==> config.mk <==
export PLATFORM = sky130hd
export DESIGN_NAME = reg_write_arbiter
export DESIGN_NICKNAME = d
export VERILOG_FILES = /design/src/rtl/reg_write_arbiter_pkg.sv /design/src/rtl/reg_write_arbiter_sat_counter.sv /design/src/rtl/reg_write_arbiter.sv
export SDC_FILE = /design/constraint.sdc
export NUM_CORES = 1
export LEC_CHECK = 0
export BUFFER_PORTS_ARGS = -buffer_cell sky130_fd_sc_hd__buf_2
export CAP_MARGIN = 20
export CORE_MARGIN = 5
export CORE_UTILIZATION = 45
export DETAILED_ROUTE_END_ITERATION = 7
export GPL_TIMING_DRIVEN = 0
export HOLD_SLACK_MARGIN = 0.1
export PLACE_DENSITY_LB_ADDON = 0.25
export SLEW_MARGIN = 10
export SYNTH_ARGS = -nofsm -noshare
export SYNTH_HDL_FRONTEND = slang
export SYNTH_SLANG_ARGS = --single-unit
==> constraint.sdc <==
create_clock -name clock -period 1.8 [get_ports clock]
set_input_delay 0.36 -clock clock [delete_from_list [all_inputs] [get_ports clock]]
set_output_delay 0.36 -clock clock [all_outputs]
set_load 0.03 [all_outputs]
==> src/rtl/reg_write_arbiter_pkg.sv <==
// Shared definitions for the register-file writeback arbiter.
// Default widths, arbiter priority state and the hard-wired zero register index.
package reg_write_arbiter_pkg;

    localparam int unsigned DEF_DATA_W   = 32;
    localparam int unsigned DEF_ADDR_W   = 5;
    localparam int unsigned DEF_CNT_W    = 16;

    // Register x0 reads as zero and is never written.
    localparam int unsigned ZERO_REG_IDX = 0;

    // Which requester wins when both are valid in the same cycle.
    typedef enum logic {
        PRI_MEM = 1'b0,
        PRI_ALU = 1'b1
    } arb_state_e;

endpackage

==> src/rtl/reg_write_arbiter_sat_counter.sv <==
// Saturating up-counter: counts cycles with inc=1 and sticks at all-ones.
module sat_counter
    import reg_write_arbiter_pkg::*;
#(
    parameter int unsigned CNT_W = DEF_CNT_W
) (
    input  logic             clock,
    input  logic             resetN,
    input  logic             inc,
    output logic [CNT_W-1:0] count
);

    logic [CNT_W-1:0] count_q, count_d;

    // Next count: step on inc unless already saturated.
    always_comb begin
        count_d = count_q;
        if (inc && (count_q != '1)) begin
            count_d = count_q + CNT_W'(1);
        end
    end

    // Counter register with asynchronous clear.
    always_ff @(posedge clock or negedge resetN) begin
        if (!resetN) begin
            count_q <= '0;
        end else begin
            count_q <= count_d;
        end
    end

    assign count = count_q;

endmodule

==> src/rtl/reg_write_arbiter.sv <==
// Arbiter sharing one register-file write port between the ALU and the load unit.
// Optional macro WB_RR_ARB_EN: round-robin tie breaking; when undefined the
// load unit always wins a tie and the state stays PRI_MEM.
module reg_write_arbiter
    import reg_write_arbiter_pkg::*;
#(
    parameter int unsigned DATA_W = DEF_DATA_W,
    parameter int unsigned ADDR_W = DEF_ADDR_W,
    parameter int unsigned CNT_W  = DEF_CNT_W
) (
    input  logic              clock,
    input  logic              resetN,
    input  logic              aluValid,
    input  logic [ADDR_W-1:0] aluRegId,
    input  logic [DATA_W-1:0] aluData,
    output logic              aluReady,
    input  logic              memValid,
    input  logic [ADDR_W-1:0] memRegId,
    input  logic [DATA_W-1:0] memData,
    output logic              memReady,
    output logic              regWrite,
    output logic [ADDR_W-1:0] writeRegId,
    output logic [DATA_W-1:0] writeData,
    output logic [CNT_W-1:0]  conflictCount
);

    localparam logic [ADDR_W-1:0] ZERO_REG = ADDR_W'(ZERO_REG_IDX);

    arb_state_e        state_q, state_d;
    logic              mem_wins_tie;
    logic              regWrite_q, regWrite_d;
    logic [ADDR_W-1:0] writeRegId_q, writeRegId_d;
    logic [DATA_W-1:0] writeData_q, writeData_d;

    // Grant decode: a lone requester is accepted at once; ties follow the state.
    always_comb begin
        mem_wins_tie = (state_q == PRI_MEM);
        memReady     = resetN & memValid & (~aluValid | mem_wins_tie);
        aluReady     = resetN & aluValid & (~memValid | ~mem_wins_tie);
    end

    // Next state and next write-port contents; x0 transfers are accepted but dropped.
    always_comb begin
        state_d      = state_q;
        regWrite_d   = 1'b0;
        writeRegId_d = writeRegId_q;
        writeData_d  = writeData_q;
`ifdef WB_RR_ARB_EN
        if (aluValid && memValid) begin
            state_d = mem_wins_tie ? PRI_ALU : PRI_MEM;
        end
`else
        state_d = PRI_MEM;
`endif
        if (memReady && (memRegId != ZERO_REG)) begin
            regWrite_d   = 1'b1;
            writeRegId_d = memRegId;
            writeData_d  = memData;
        end else if (aluReady && (aluRegId != ZERO_REG)) begin
            regWrite_d   = 1'b1;
            writeRegId_d = aluRegId;
            writeData_d  = aluData;
        end
    end

    // State and write-port registers; reset discards any pending write.
    always_ff @(posedge clock or negedge resetN) begin
        if (!resetN) begin
            state_q      <= PRI_MEM;
            regWrite_q   <= 1'b0;
            writeRegId_q <= '0;
            writeData_q  <= '0;
        end else begin
            state_q      <= state_d;
            regWrite_q   <= regWrite_d;
            writeRegId_q <= writeRegId_d;
            writeData_q  <= writeData_d;
        end
    end

    assign regWrite   = regWrite_q;
    assign writeRegId = writeRegId_q;
    assign writeData  = writeData_q;

    sat_counter #(
        .CNT_W (CNT_W)
    ) u_conflict_cnt (
        .clock  (clock),
        .resetN (resetN),
        .inc    (aluValid & memValid),
        .count  (conflictCount)
    );

endmodule

After elaboration in Yosys (flattened, before gate mapping)
Index checks and enable logic that the tools add are counted.
{"block": "op_classes", "n_reduce_logical": 6, "add_sub_neg": 1, "n_eq_ne": 1, "mux": 6, "bitwise": 5}
{"cell": "two-way mux 32 bit", "count": 2}
{"cell": "adder 16 x 1 -> 16 bit (second input constant)", "count": 1}
{"cell": "!= test 16 bit (second input constant)", "count": 1}
{"cell": "two-way mux 5 bit", "count": 2}
{"cell": "nonzero test 5 bit", "count": 2}
{"cell": "AND 1 bit", "count": 4}
{"cell": "logical AND 1 bit", "count": 3}
{"cell": "two-way mux 1 bit", "count": 2}
{"cell": "nonzero test 2 bit", "count": 1}
{"cell": "NOT 1 bit", "count": 1}
{"block": "totals", "reg_bits": 54, "in_bits": 78, "word_cells": 23, "output_inout_bits": 56}

Longest topological paths before layout
{"block": "depth", "ltp_word": 5, "ltp_mapped": 7, "mapped_depth_nobuf": 5}

Modules after synthesis
A second synthesis with hierarchy kept.
{"block": "unflattened", "hier_cells": 243, "hier_area_um2": 2528.7}
{"mod": "reg_write_arbiter", "area_each_um2": 1669.1, "cells_each": 171, "seq_area_each_um2": 950.9, "instances": 1}
{"mod": "sat_counter", "area_each_um2": 859.6, "cells_each": 72, "seq_area_each_um2": 400.4, "instances": 1}

Worst setup path after synthesis
OpenSTA, ideal clock, no wires.
{"block": "synth_path", "kind": "reg-to-reg", "from": "register u_conflict_cnt.count_q[0], in the netlist u_conflict_cnt.count[0]", "to": "register u_conflict_cnt.count_q[6], in the netlist u_conflict_cnt.count[6]", "required_ns": 1.661, "n_path_buf": 0, "stages_incl_launch_ff": 6, "slack_ns": -0.016, "t_arrival_ns": 1.677, "synth_period_minus_slack_ns": 1.816, "cell_sequence": "dfrtp_1 > ha_1 > nand4_1 > nor4_1 > nor4b_1 > xor2_1"}
{"block": "synth_between", "elab_chain_len": 2, "elab_cells_between_ends": 3}
{"element": "from (decl)", "line_no": "reg_write_arbiter_sat_counter.sv:13", "source": "logic [CNT_W-1:0] count_q, count_d;"}
{"element": "from (signal assigned)", "line_no": "reg_write_arbiter_sat_counter.sv:28", "source": "count_q <= count_d;"}
{"element": "parallel branches: the longest is 2 deep, another holds adder 16 x 1 -> 16 bit"}
Parallel ways; which one is timed is not known.
A chain may end at the register's enable or synchronous reset.

Worst setup path in the final report
{"block": "layout_path", "from": "register u_conflict_cnt.count_q[0], in the netlist u_conflict_cnt.count[0]", "to": "register u_conflict_cnt.count_q[1], in the netlist u_conflict_cnt.count[1]"}
Same word-level chain as after synthesis.

==> key figures <==
Clocking
  – Clock Latency Late Sink: 300 ps
  – # H-tree levels: 2
  – CTS tree: done
  – Reg clk slew, reported paths: 90 ps
  – Num CTS Buffers: 5
  – Clock sinks: 54
  – CTS Root Cell: clkbuf_8
  – CTS max path bufs: 2

Global routing
  – First-pass GRT wire length: 11.3 mm
  – Total track usage: 19.3%
  – Vias in the first global route: 2352
  – Initial antenna violation count: 0
  – Gr ovfl total: 0
  – Largest net degree at the start of global routing: 31

STA
  – Max Slew Vio Count: 0
  – Worst Skew: 4.52 ps
  – Worst Hold Slack: 292 ps
  – Setup Viol. Count Final: 0
  – Rel. slew slack: 66.2%
  – Worst setup margin: 97.2 ps
  – Final period util: 94.6%
  – Tmin final: 1700 ps
  – Pin slew with the least headroom to its limit: 502 ps
  – RSZ-0062 raised after global routing: yes
  – Fmax: 587 MHz
  – Final Hold Vio Count: 0

Logic synthesis
  – Ys Warns: 0
  – Synthesized cell area: 0.00256 sq mm
  – Register bit total from synthesis: 54
  – Syn_nets: 313
  – Post-synthesis sequential area ratio: 52.8%
  – Synth Flop Type: dfrtp_1
  – Number of synthesized flops with an enable pin: 0
  – Post-Synthesis Cells: 234
  – Mean Syn Cell Area: 10.9 sq um
  – FFs w/ async S/R, synth: 100%
  – Synth unique cells: 33

Floorplanning
  – Row count: 27
  – IO Count: 134
  – Width of the die: 85.4 um
  – Initial Util: 46.5%
  – Die Area: 0.00730 sq mm
  – Core area: 0.00551 sq mm
  – Die Y-Extent: 85.4 um

Setup path
  – Nature of the critical path startpoint: flop
  – Crit path max fanout: 7
  – R2r startpoint: u_conflict_cnt.count[0]
  – R2R depth: 4
  – CP Buf/Inv Count: 0
  – Worst EP arrival: 1900 ps
  – CP endpoint kind: flop
  – Setup CP Type: reg2reg
  – RR Endpoint: u_conflict_cnt.count[1]
  – Flop-to-flop setup slack: 100 ps
  – Cell family with most CP delay: compound AO/OA/AOI/OAI gates
  – Slowest cell on the critical path: o41a_1
  – CP peak stage delay: 550 ps
  – WP data required: 2000 ps
  – Crit path cell chain: ha_4, nand4_1, o41a_1, mux2_2

Final layout
  – Commonest cells after routing, fill and taps aside: 138 x buf_2, 54 x dfrtp_1, 34 x inv_1, 32 x o22ai_1, 30 x a21oi_2
  – Final net count: 461
  – # diodes: 0
  – Share of layout cells above drive strength 1: 51.7%
  – Fin area: 0.00356 sq mm
  – Syn-to-layout area delta: 39.2%
  – Commonest non-fill, non-tap cell in the layout: buf_2
  – Final Non-Filler Cells: 455

Detailed routing
  – Drt drc: 0
  – DR vias: 2337
  – Avg WL per Cell: 15.4 um
  – Starting DRT DRC Count: 54
  – Final WL: 7.00 mm
  – Pre-antenna DRT Iters: 4
  – Vias per inst: 5.14
  – Final ANT Viol Nets: 0

Power and ir drop
  – Part of the power in registers: 44.8%
  – Combinational power share: 35.6%
  – Switching Fraction: 37.5%
  – Overall Power: 3.48 mW
  – Clock share of power: 19.7%
  – Peak supply drop: 1.04 mV
  – Internal Power: 2.18 mW
  – Sw power: 1.30 mW
  – Leakage: 1.83 nW
  – Pwr per Cell Area: 977 mW/mm^2

Placed design
  – Placed cell count: 440
  – Cell Area, Placed: 0.00334 sq mm
  – Final GP Congestion: 0.831
  – PortBufs: 133
  – DP Wirelength: 5.34 mm
  – Place WS: -631 ps

Hold path
  – Hold Path End: writeRegId[4]
  – Hold path cells: 3
  – Hold WC Path Type: in2reg
  – Hold Crit Start: memRegId[4]

Outcome
  – Status: completed

Flow run
  – Max cap viols: 0
-- how the worst max path moves through the flow --
stage	start	to	slack (ps)	cells after the start
after floorplan	u_conflict_cnt.count[0]	u_conflict_cnt.count[1]	20	4
after global placement	resetN	writeRegId[0]	-910	7
after detailed placement	resetN	writeRegId[1]	-630	8
after CTS	u_conflict_cnt.count[0]	u_conflict_cnt.count[10]	90	5
after global routing	u_conflict_cnt.count[8]	u_conflict_cnt.count[7]	-5	4
final	u_conflict_cnt.count[0]	u_conflict_cnt.count[1]	100	4
-- metrics by stage --
| stage | util, % | TNS, ps |
|---|---|---|
| detailed placement | 60.7 | -21820 |
| floorplan | - | 0 |
| finish | 64.7 | 0 |
| CTS | 63.4 | 0 |
| global placement | 60.3 | -33050 |
| global route | 64.7 | -7.94 |
-- state kept, by name (all words and copies together) (netlist names) --
signal / count
writeData: 32
writeRegId: 5
u_conflict_cnt.count: 16
regWrite: 1
-- cell usage after synthesis (2+ instances only) --
cell | instances | share of area, %
a21oi_2 | 30 | 10
buf_8 | 3 | 1.8
nand4_1 | 9 | 2.2
nor3_1 | 2 | 0.39
xor2_1 | 5 | 1.7
a221o_1 | 3 | 1.2
dfrtp_1 | 54 | 53
inv_1 | 34 | 5.0
nor2_1 | 2 | 0.29
o21ai_4 | 2 | 1.3
and2_1 | 4 | 0.98
nand3_1 | 4 | 0.78
a22o_1 | 2 | 0.68
nor4_1 | 4 | 0.98
nand2_1 | 7 | 1.0
a21oi_1 | 2 | 0.39
or4_4 | 2 | 0.88
o21ai_0 | 2 | 0.39
xnor2_1 | 10 | 3.4
buf_2 | 7 | 1.4
o22ai_1 | 32 | 7.8
and3_1 | 3 | 0.73
-- kinds of logic after synthesis --
family	Yosys count	share of synthesized area (%)
xor gates and xnor gates	15	5.13
muxes	1	0.440
buffers and inverters	47	8.85
DFF	54	52.8
AOI/OAI and AO/OA	76	23.1
adders and majority gates	1	0.489
and+or+nand+nor	40	9.19
-- tightest hold or removal path, delay by kind of cell --
family / cells / cell delay, ps
buf+inv: 1 / 100
simple gates: 1 / 50
compound gates: 1 / 50
-- routing by layer --
| metal | part of all wire (%) | vias to the layer above | track usage (%) | wire (um) |
|---|---|---|---|---|
| met2 | 47 | 99 | 30.6 | 3300 |
| met3 | 8.0 | 10 | 4.95 | 561 |
| met1 | 43 | 1098 | 26.2 | 3040 |
| met4 | 1.4 | 0 | 5.32 | 99 |
| met5 | 0 | - | 0 | 0 |
| li1 | - | 1130 | - | - |
-- power groups by stage --
stage | clock, mW | sequential [mW] | combinational, mW
global route | 0.762 | 1.59 | 1.34
floorplan | 0 | 1.94 | 0.360
CTS | 0.714 | 1.55 | 1.16
global placement | 0 | 1.57 | 1.11
detailed placement | 0 | 1.58 | 1.14
finish | 0.686 | 1.56 | 1.24
-- repair_timing --
action	in CTS	in global routing
hold buffers	3	0
endpoints found under the hold margin	24	0
endpoints found under the setup margin	39	10
gates resized for setup	5	3
pin swaps	0	3
setup buffers	0	4
-- area by class of cell --
| class | instances | area [sq um] |
|---|---|---|
| fill | 481 | 1940 |
| sequential | 54 | 1350 |
| multi-input combinational | 133 | 1010 |
| timing repair buffer | 142 | 803 |
| inverter | 35 | 131 |
| buffer | 11 | 91.3 |
| tap | 72 | 90.1 |
| clock buffer | 7 | 86.3 |
| clock inverter | 1 | 5.00 |
(Power assumes the default switching activity.)
